==> src/rtl/alu_pkg.sv <==
// alu_pkg: shared constants for the ALU execute-stage output register.
//   SEL_ADD..SEL_B : ALU mux select / op tag encodings (5-7 are illegal)
//   SEL_MAX        : highest legal select value
//   FLAG_N..FLAG_V : bit positions of NZCV inside a 4-bit flag word
package alu_pkg;

  localparam int SEL_ADD = 0;
  localparam int SEL_AND = 1;
  localparam int SEL_XOR = 2;
  localparam int SEL_OR  = 3;
  localparam int SEL_B   = 4;
  localparam int SEL_MAX = 4;

  localparam int FLAG_N = 3;
  localparam int FLAG_Z = 2;
  localparam int FLAG_C = 1;
  localparam int FLAG_V = 0;

endpackage

==> src/rtl/alu_flag_gen.sv <==
// alu_flag_gen: combinational NZCV derivation for one ALU result.
// Ports:
//   result  in  WIDTH  selected ALU result
//   sel     in  SEL_W  ALU select of the op that produced result
//   carry   in  1      adder carry-out
//   ovf     in  1      adder signed overflow
//   nzcv    out 4      {N, Z, C, V}; C/V only meaningful for ADD, cleared otherwise
module alu_flag_gen
  import alu_pkg::*;
#(
  parameter int WIDTH = 64,
  parameter int SEL_W = 3
) (
  input  logic [WIDTH-1:0] result,
  input  logic [SEL_W-1:0] sel,
  input  logic             carry,
  input  logic             ovf,
  output logic [3:0]       nzcv
);

  always_comb begin
    nzcv         = 4'b0000;
    nzcv[FLAG_N] = result[WIDTH-1];
    nzcv[FLAG_Z] = (result == '0);
    if (sel == SEL_W'(SEL_ADD)) begin
      nzcv[FLAG_C] = carry;
      nzcv[FLAG_V] = ovf;
    end
  end

endmodule

==> src/rtl/alu_result_stage.sv <==
// alu_result_stage: execute-stage output register behind the ALU result mux.
// Captures result + op tag, precomputes NZCV, hands the entry to MEM over
// valid/ready. Flags are committed only when an entry is popped, so flushed
// entries never touch flags_out.
// Build option: define ALU_RESULT_SKID_EN for a 2-entry version whose in_ready
// comes from a flop (no out_ready -> in_ready combinational path).
// Ports:
//   clk, rst_n               clock, async active-low reset
//   in_valid/in_ready        upstream handshake
//   result_in, sel_in        mux output and its select
//   carry_in, ovf_in         adder C/V for this op
//   set_flags                entry requests NZCV update
//   flush                    drop all held entries next edge
//   out_valid/out_ready      downstream handshake
//   result_out, op_out       held entry
//   flags_out                committed NZCV
//   illegal_op               1-cycle pulse after accepting sel_in > SEL_MAX
module alu_result_stage
  import alu_pkg::*;
#(
  parameter int WIDTH = 64,
  parameter int SEL_W = 3
) (
  input  logic             clk,
  input  logic             rst_n,
  input  logic             in_valid,
  output logic             in_ready,
  input  logic [WIDTH-1:0] result_in,
  input  logic [SEL_W-1:0] sel_in,
  input  logic             carry_in,
  input  logic             ovf_in,
  input  logic             set_flags,
  input  logic             flush,
  output logic             out_valid,
  input  logic             out_ready,
  output logic [WIDTH-1:0] result_out,
  output logic [SEL_W-1:0] op_out,
  output logic [3:0]       flags_out,
  output logic             illegal_op
);

  logic [3:0] nzcv_in;
  logic       illegal_in;
  logic       sf_in;
  logic       accept;
  logic       pop;
  logic       head_sf;
  logic [3:0] head_nzcv;

  alu_flag_gen #(.WIDTH(WIDTH), .SEL_W(SEL_W)) u_flag_gen (
    .result (result_in),
    .sel    (sel_in),
    .carry  (carry_in),
    .ovf    (ovf_in),
    .nzcv   (nzcv_in)
  );

  // Illegal ops still flow through, but may never update flags.
  assign illegal_in = (sel_in > SEL_W'(SEL_MAX));
  assign sf_in      = set_flags && !illegal_in;
  assign accept     = in_valid && in_ready;
  // Flush wins over pop: a flushed entry is never committed.
  assign pop        = out_valid && out_ready && !flush;

`ifdef ALU_RESULT_SKID_EN
  logic             skid_valid;
  logic [WIDTH-1:0] skid_result;
  logic [SEL_W-1:0] skid_op;
  logic             skid_sf;
  logic [3:0]       skid_nzcv;

  assign in_ready = rst_n && !flush && !skid_valid;

  always_ff @(posedge clk or negedge rst_n) begin
    if (!rst_n) begin
      out_valid   <= 1'b0;
      result_out  <= '0;
      op_out      <= '0;
      head_sf     <= 1'b0;
      head_nzcv   <= 4'b0000;
      skid_valid  <= 1'b0;
      skid_result <= '0;
      skid_op     <= '0;
      skid_sf     <= 1'b0;
      skid_nzcv   <= 4'b0000;
      flags_out   <= 4'b0000;
      illegal_op  <= 1'b0;
    end else begin
      illegal_op <= accept && illegal_in;
      if (flush) begin
        out_valid  <= 1'b0;
        skid_valid <= 1'b0;
      end else begin
        if (pop && head_sf) flags_out <= head_nzcv;
        if (pop) begin
          if (skid_valid) begin
            result_out <= skid_result;
            op_out     <= skid_op;
            head_sf    <= skid_sf;
            head_nzcv  <= skid_nzcv;
            skid_valid <= 1'b0;
          end else if (accept) begin
            result_out <= result_in;
            op_out     <= sel_in;
            head_sf    <= sf_in;
            head_nzcv  <= nzcv_in;
          end else begin
            out_valid  <= 1'b0;
          end
        end else if (accept) begin
          if (out_valid) begin
            skid_result <= result_in;
            skid_op     <= sel_in;
            skid_sf     <= sf_in;
            skid_nzcv   <= nzcv_in;
            skid_valid  <= 1'b1;
          end else begin
            result_out <= result_in;
            op_out     <= sel_in;
            head_sf    <= sf_in;
            head_nzcv  <= nzcv_in;
            out_valid  <= 1'b1;
          end
        end
      end
    end
  end
`else
  assign in_ready = rst_n && !flush && (!out_valid || out_ready);

  always_ff @(posedge clk or negedge rst_n) begin
    if (!rst_n) begin
      out_valid  <= 1'b0;
      result_out <= '0;
      op_out     <= '0;
      head_sf    <= 1'b0;
      head_nzcv  <= 4'b0000;
      flags_out  <= 4'b0000;
      illegal_op <= 1'b0;
    end else begin
      illegal_op <= accept && illegal_in;
      if (flush) begin
        out_valid <= 1'b0;
      end else begin
        if (pop && head_sf) flags_out <= head_nzcv;
        if (accept) begin
          result_out <= result_in;
          op_out     <= sel_in;
          head_sf    <= sf_in;
          head_nzcv  <= nzcv_in;
          out_valid  <= 1'b1;
        end else if (pop) begin
          out_valid  <= 1'b0;
        end
      end
    end
  end
`endif

endmodule

==> config.mk <==
export PLATFORM = sky130hd
export DESIGN_NAME = alu_result_stage
export DESIGN_NICKNAME = d
export VERILOG_FILES = /design/src/rtl/alu_pkg.sv /design/src/rtl/alu_flag_gen.sv /design/src/rtl/alu_result_stage.sv
export SDC_FILE = /design/constraint.sdc
export NUM_CORES = 1
export LEC_CHECK = 0
export CAP_MARGIN = 20
export CORE_MARGIN = 4
export CORE_UTILIZATION = 42
export CTS_BUF_LIST = sky130_fd_sc_hd__clkbuf_8
export DETAILED_ROUTE_END_ITERATION = 12
export PLACE_DENSITY = 0.82
export SETUP_SLACK_MARGIN = 0.5
export SLEW_MARGIN = 0
export SYNTH_ARGS = -nofsm -noshare
export SYNTH_HDL_FRONTEND = slang
export SYNTH_SLANG_ARGS = --single-unit
==> constraint.sdc <==
create_clock -name clk -period 2 [get_ports clk]
set_clock_uncertainty 0.15 [all_clocks]
set_input_delay 0.4 -clock clk [delete_from_list [all_inputs] [get_ports clk]]
set_output_delay 0.4 -clock clk [all_outputs]
set_load 0.02 [all_outputs]
==> results of run 1 <==
## critical path, delay by kind of cell, from the launching register on
| kind | cells | cell delay, ns |
|---|---|---|
| buf+inv | 3 | 0.43 |
| simple gates | 2 | 0.35 |
| mux | 1 | 0.27 |
| flops | 1 | 0.41 |
## power by group through the flow
stage	clock network, W	registers (W)	logic [W]
after floorplan	0	0.00237	0.000366
after global placement	0	0.00201	0.00157
after detailed placement	0	0.00203	0.00160
after CTS	0.00145	0.00200	0.00136
after global routing	0.00151	0.00204	0.00144
final	0.00141	0.00200	0.00135
## final cells by class
class / count / area [sq um] / area share
Multi-Input combinational cell: 112 / 1274 / 0.2568
Clock buffer: 10 / 137.6 / 0.02775
Tap cell: 99 / 123.9 / 0.02497
Clock inverter: 6 / 110.1 / 0.02220
Timing Repair Buffer: 174 / 1386 / 0.2795
Sequential cell: 77 / 1928 / 0.3887
## per-stage QoR
step                      setup WS [ns]  instances  hold WS (ns)  power, W    util
after floorplan                  0.2890        199      -0.04559  0.002737       -
after global placement          -0.3258        445        0.3105  0.003583  0.6623
after detailed placement        -0.3456        445        0.3244  0.003630  0.6623
after CTS                        0.2454        476        0.1405  0.004796  0.6816
after global routing             0.2326        478        0.1428  0.004988  0.6875
final                            0.2719        478        0.1585  0.004760  0.6875
## path summary, 6_finish.rpt
| path | startpoint | to | slack [ns] |
|---|---|---|---|
| setup / recovery | out_valid | result_out[8] | 0.27 |
| setup reg to reg | out_valid | result_out[8] | 0.27 |
| hold / removal | result_in[39] | result_out[39] | 0.16 |
| hold reg to reg | head_nzcv[0] | head_nzcv[0] | 0.33 |
| max in group asynchronous | rst_n | out_valid | 0.84 |
| min in group asynchronous | rst_n | result_out[4] | 0.20 |
## flip-flops by register name (all words and copies together) (netlist names)
signal and count:
out_valid 1, result_out 64, flags_out 4, head_nzcv 3
illegal_op 1, head_sf 1, op_out 3
## per-layer routing
| layer | vias up | global-route usage |
|---|---|---|
| li1 | 1088 | - |
| met1 | 1189 | 0.2397 |
| met2 | 84 | 0.3732 |
| met3 | 5 | 0.06010 |
| met4 | 0 | 0.06258 |
| met5 | - | 0 |
## cell usage after synthesis
cell type  instances  area share
nand4b_1           1      0.0028
nor2_1             1      0.0012
or4_1              1      0.0024
nor3b_1            1      0.0024
buf_2              6      0.0097
buf_4              1      0.0024
o21ai_1            1      0.0016
nor2b_1            1      0.0020
nand4_1            4      0.0080
nor3_1             1      0.0016
mux2_2            51        0.18
dfrtp_1           77        0.62
buf_6              3       0.011
nand2b_1           1      0.0020
nand2_1            7      0.0084
o21ai_0            5      0.0080
mux2_4            20       0.097
nor4_1            16       0.032
nand4bb_1          1      0.0036
## what timing repair did
| action | CTS | global route |
|---|---|---|
| pin swaps | 24 | 1 |
| endpoints found under the setup margin | 149 | 74 |
| setup buffers | 9 | 1 |
| gates cloned | 6 | 1 |
| gates resized for setup | 520 | 3 |
## cells by family (layout without fill, tap and decap cells)
logic type | after synthesis | in the layout | synth area share
AO/OA/AOI/OAI | 6 | 6 | 0.009651
flip-flops | 77 | 77 | 0.6195
multiplexers | 71 | 71 | 0.2812
AND/OR/NAND/NOR | 35 | 35 | 0.06678
buffers and inverters | 10 | 190 | 0.02293
==> impl_metrics.ini, run 1 <==
[outcome]
status = finished clean

[grt]
grt_max_degree = 78
antenna_found_initial = 0
grt_pass1_vias = 2724
grtUsageTotal = 0.2084
grt_overflow = 0
grt_pass1_wl_mm = 14.08

[route]
routed.top_layer = met4
ant_nets = 0
wirelength_mm = 8.884
viasPerCell = 4.950
dr_total_vias = 2366
detail_route.iter0.violations = 34
wl_met1_mm = 3.470
dr.pass1.iters = 4
dr_wl_met2_mm = 4.776
drt-wirelength-per-cell_microns = 18.59
drc = 0
dr_wl_met3_microns = 586

[setup_path]
r2r_cells = 6
cp_cell_sequence = nor2b_4 > nand4bb_4 > buf_8 > buf_16 > buf_8 > mux2_2
cp_max_fo = 8
worstSetupPathType = register to register
crit_slowest_cell = dfrtp_2
critPathLaunchType = register
max_stage_delay_ns = 0.41
crit_arrival_ns = 1.79
critPathCaptureType = register
cp_data_required_time_ns = 2.06
crit_top_cell = buf_8

[power_and_ir_drop]
pwr_density_cell_nw_per_um2 = 959.6
netSwitchingPower_w = 0.001427
comb_power_share = 0.284
p_leak_nw = 2.376
peakVddDrop_uv = 519.1
clockPowerShare = 0.296
p_int_w = 0.003333
swShare = 0.2997
seqPwrFrac = 0.419

[finish]
final_cell_mix = 98 x buf_2, 76 x dfrtp_1, 51 x mux2_2, 20 x mux2_4, 20 x clkdlybuf4s15_1
areaGrowthSynthToFinish_pct = 59.45
nets = 449
fillCellCount = 576
antenna-diode-count = 0
fin_area_sq_um = 4960
drive_gt1_frac = 0.6412
layout_commonest_cell = buf_2

[yosys]
synth_nets = 274
ys_warn_count = 0
synth-seq-area-share = 0.6195
synth_cell_types = 19
synth-seq-cells = 77
avgSynthCellArea_sq_um = 15.63
syn_inst = 199
syn-cell-area_sq_um = 3110

[clocking]
cts_hold_buf = 0
ctsLongestPathBuffers = 2
clkTransAtPathRegs_ns = 0.07
cts_root_buf = clkbuf_8
insertion_delay_ns = 0.32
cts_made_buffers = 9
cts_max_level = 3
cts_tree = built
clock_sinks = 77

[floorplan]
die_h_microns = 94.06
start_util = 0.4311
die_w_microns = 94.06
dieArea_sq_um = 8846
core_sq_um = 7214
num_rows = 31
pin_count = 149

[sta]
setup_viol = 0
finalMaxSlewViolations = 0
max_freq_mhz = 578.7
setup_tns_ns = 0
tightest_slew_ns = 0.9603
maxSlewHeadroom = 0.3598
hold_viol = 0
fin_crit_ns = 1.728
fin_crit_sh = 0.8640
rsz0062_at_grt = true

[placement]
dpl.hpwl_mm = 6.128
dpl_cell_area_sq_um = 4778
place.gp.congestion = 0.7524
portBuffers = 148

[hold_path]
hold_depth = 2
min_path_type = primary input to register

[run]
cap_violations = 0
No activity file was read; power rests on OpenSTA's default activity.
==> inputs of run 2 (changes only) <==
--- a/config.mk
+++ b/config.mk
@@ -7,10 +7,9 @@
 export LEC_CHECK = 0
 export CAP_MARGIN = 20
 export CORE_MARGIN = 4
-export CORE_UTILIZATION = 42
-export CTS_BUF_LIST = sky130_fd_sc_hd__clkbuf_8
+export CORE_UTILIZATION = 41
 export DETAILED_ROUTE_END_ITERATION = 12
-export PLACE_DENSITY = 0.82
+export PLACE_DENSITY = 0.81
 export SETUP_SLACK_MARGIN = 0.5
 export SLEW_MARGIN = 0
 export SYNTH_ARGS = -nofsm -noshare
==> run 2 against run 1 <==
  * Total power down 1.6%
  * Maximum frequency down 0.45%
  * Non-clock buffer count fell by 5
  * Sequential power hardly changed
  * Count of clock-buffer cells in the layout decreased by 1
  * Critical path depth fell by 3
  * Hold slack got worse by 0.0030 ns
  * Utilization is 3.2 points lower
  * Cell count shrank 1.0%
  * Sequential cell count stayed put
  * Combinational power shrank 3%
  * Critical endpoint is now in_ready
  * Largest cell class unchanged
  * Highest routed layer unchanged
==> impl_metrics.ini, run 2 (synthesis results as in run 1) <==
[setup_path]
r2r_cells = 5
reg2reg_to = result_out[20]
cp_data_required_time_ns = 1.45
endpoint = in_ready
critPathCaptureType = primary output
crit_arrival_ns = 1.19
critPathLaunchType = register
r2r-start = out_valid
reg2reg_slack_ns = 0.28
cp_max_fo = 2
startpoint = out_valid
worstSetupPathType = register to primary output

[sta]
rsz0062_at_grt = true
setup_tns_ns = 0
fin_crit_sh = 0.8679
setup_viol = 0
finalMaxSlewViolations = 0
maxSlewHeadroom = 0.3756
tightest_slew_ns = 0.9366
fin_crit_ns = 1.736
hold_viol = 0
max_freq_mhz = 576.1

[finish]
multiInputGateArea_sq_um = 1323
antenna-diode-count = 0
regMostFlops = result_out
ff_latch_area_sq_um = 1928
nets = 444
areaGrowthSynthToFinish_pct = 54.38
largest_register_ffs = 64
final_cell_mix = 91 x buf_2, 76 x dfrtp_1, 48 x mux2_2, 23 x mux2_4, 21 x buf_4
fin_area_sq_um = 4802
top_regs = result_out x64, flags_out x4
fillCellCount = 571
drive_gt1_frac = 0.6471
layout_commonest_cell = buf_2

[floorplan]
dieArea_sq_um = 9044
start_util = 0.4243
pin_count = 149
die_h_microns = 95.10
core_sq_um = 7331
num_rows = 31
die_w_microns = 95.10

[route]
wirelength_mm = 8.457
dr.pass1.iters = 4
drt-wirelength-per-cell_microns = 17.88
drc = 0
ant_nets = 0
dr_total_vias = 2329
viasPerCell = 4.924
detail_route.iter0.violations = 36

[placement]
place.gp.congestion = 0.7262
dpl_cell_area_sq_um = 4838
dpl.hpwl_mm = 6.181
portBuffers = 148

[hold_path]
min_path_type = primary input to register
hold_depth = 2

[run]
cap_violations = 0

[grt]
grt_pass1_vias = 2625
antenna_found_initial = 0
grtUsageTotal = 0.1863
grt_max_degree = 78
grt_overflow = 0
grt_pass1_wl_mm = 12.92

[power_and_ir_drop]
pwr_density_cell_nw_per_um2 = 975.4
p_leak_nw = 2.308
seqPwrFrac = 0.425
comb_power_share = 0.280
swShare = 0.3022
clockPowerShare = 0.294
netSwitchingPower_w = 0.001415
p_int_w = 0.003269
peakVddDrop_uv = 745.7

[clocking]
insertion_delay_ns = 0.32
cts_tree = built
ctsLongestPathBuffers = 2
clkTransAtPathRegs_ns = 0.08
cts_made_buffers = 9
clock_sinks = 77
cts_root_buf = clkbuf_8
cts_max_level = 3

[outcome]
status = finished clean
==> run 2: cell types whose count changed in the layout (fill, tap and decap cells not counted), sizes merged <==
cell,delta
buf,-8
clkdlybuf4s15,-3
clkinv,+3
clkbuf,+2
clkinvlp,-2
dlygate4sd2,+2
dlymetal6s2s,+1
==> run 2: critical path: stages (launching register included) <==
cell	delay [ns]
dfrtp_2	0.41
nor2b_4	0.13
nor3b_2	0.17
buf_4	0.16
==> run 2: area by class of cell <==
cell class / instances / share of cell area
well taps: 99 / 0.02579
repair buffers: 169 / 0.2478
clock buffers: 9 / 0.02579
multi-input cells: 112 / 0.2754
clock inverters: 7 / 0.02371
flip-flops and latches: 77 / 0.4015
==> run 2: power groups by stage <==
stage / clock [W] / sequential, W / combinational (W)
floorplan: 0 / 0.00237 / 0.000366
global placement: 0 / 0.00201 / 0.00158
detailed placement: 0 / 0.00203 / 0.00161
CTS: 0.00142 / 0.00199 / 0.00132
global route: 0.00149 / 0.00203 / 0.00140
finish: 0.00138 / 0.00199 / 0.00131
==> run 2: through the flow <==
step	power, W	utilization	setup WS (ns)	hold WS [ns]	std cells
3_5_place_dp	0.003639	0.6600	-0.3330	0.3333	453
5_1_grt	0.004914	0.6551	0.2049	0.1312	473
3_3_place_gp	0.003594	0.6600	-0.3195	0.3101	453
6_report	0.004684	0.6551	0.2641	0.1556	473
4_1_cts	0.004741	0.6493	0.2578	0.1326	470
2_1_floorplan	0.002737	-	0.2890	-0.04559	199
==> run 2: timing repair <==
action / CTS / global route
setup buffers: 1 / 3
pin swaps: 22 / 10
hold buffers: 0 / 0
resized for setup: 499 / 17
endpoints found under the setup margin: 151 / 80
==> run 2: worst min-delay path by stage <==
stage | start | end | slack, ns
after floorplan | rst_n | flags_out[0] | -0.05
after global placement | head_nzcv[0] | head_nzcv[0] | 0.31
after detailed placement | head_sf | head_sf | 0.33
after CTS | result_in[16] | result_out[16] | 0.13
after global routing | result_in[16] | result_out[16] | 0.13
final | result_in[16] | result_out[16] | 0.16
==> run 2: metal layers <==
metal / up-vias / share of wire / global-route usage / routed length [microns]
met1: 1154 / 0.39 / 0.2206 / 3340
met2: 99 / 0.50 / 0.3219 / 4270
met5: - / 0 / 0 / 0
li1: 1066 / - / - / -
met4: 0 / 0.013 / 0.06130 / 113
met3: 10 / 0.086 / 0.05683 / 731
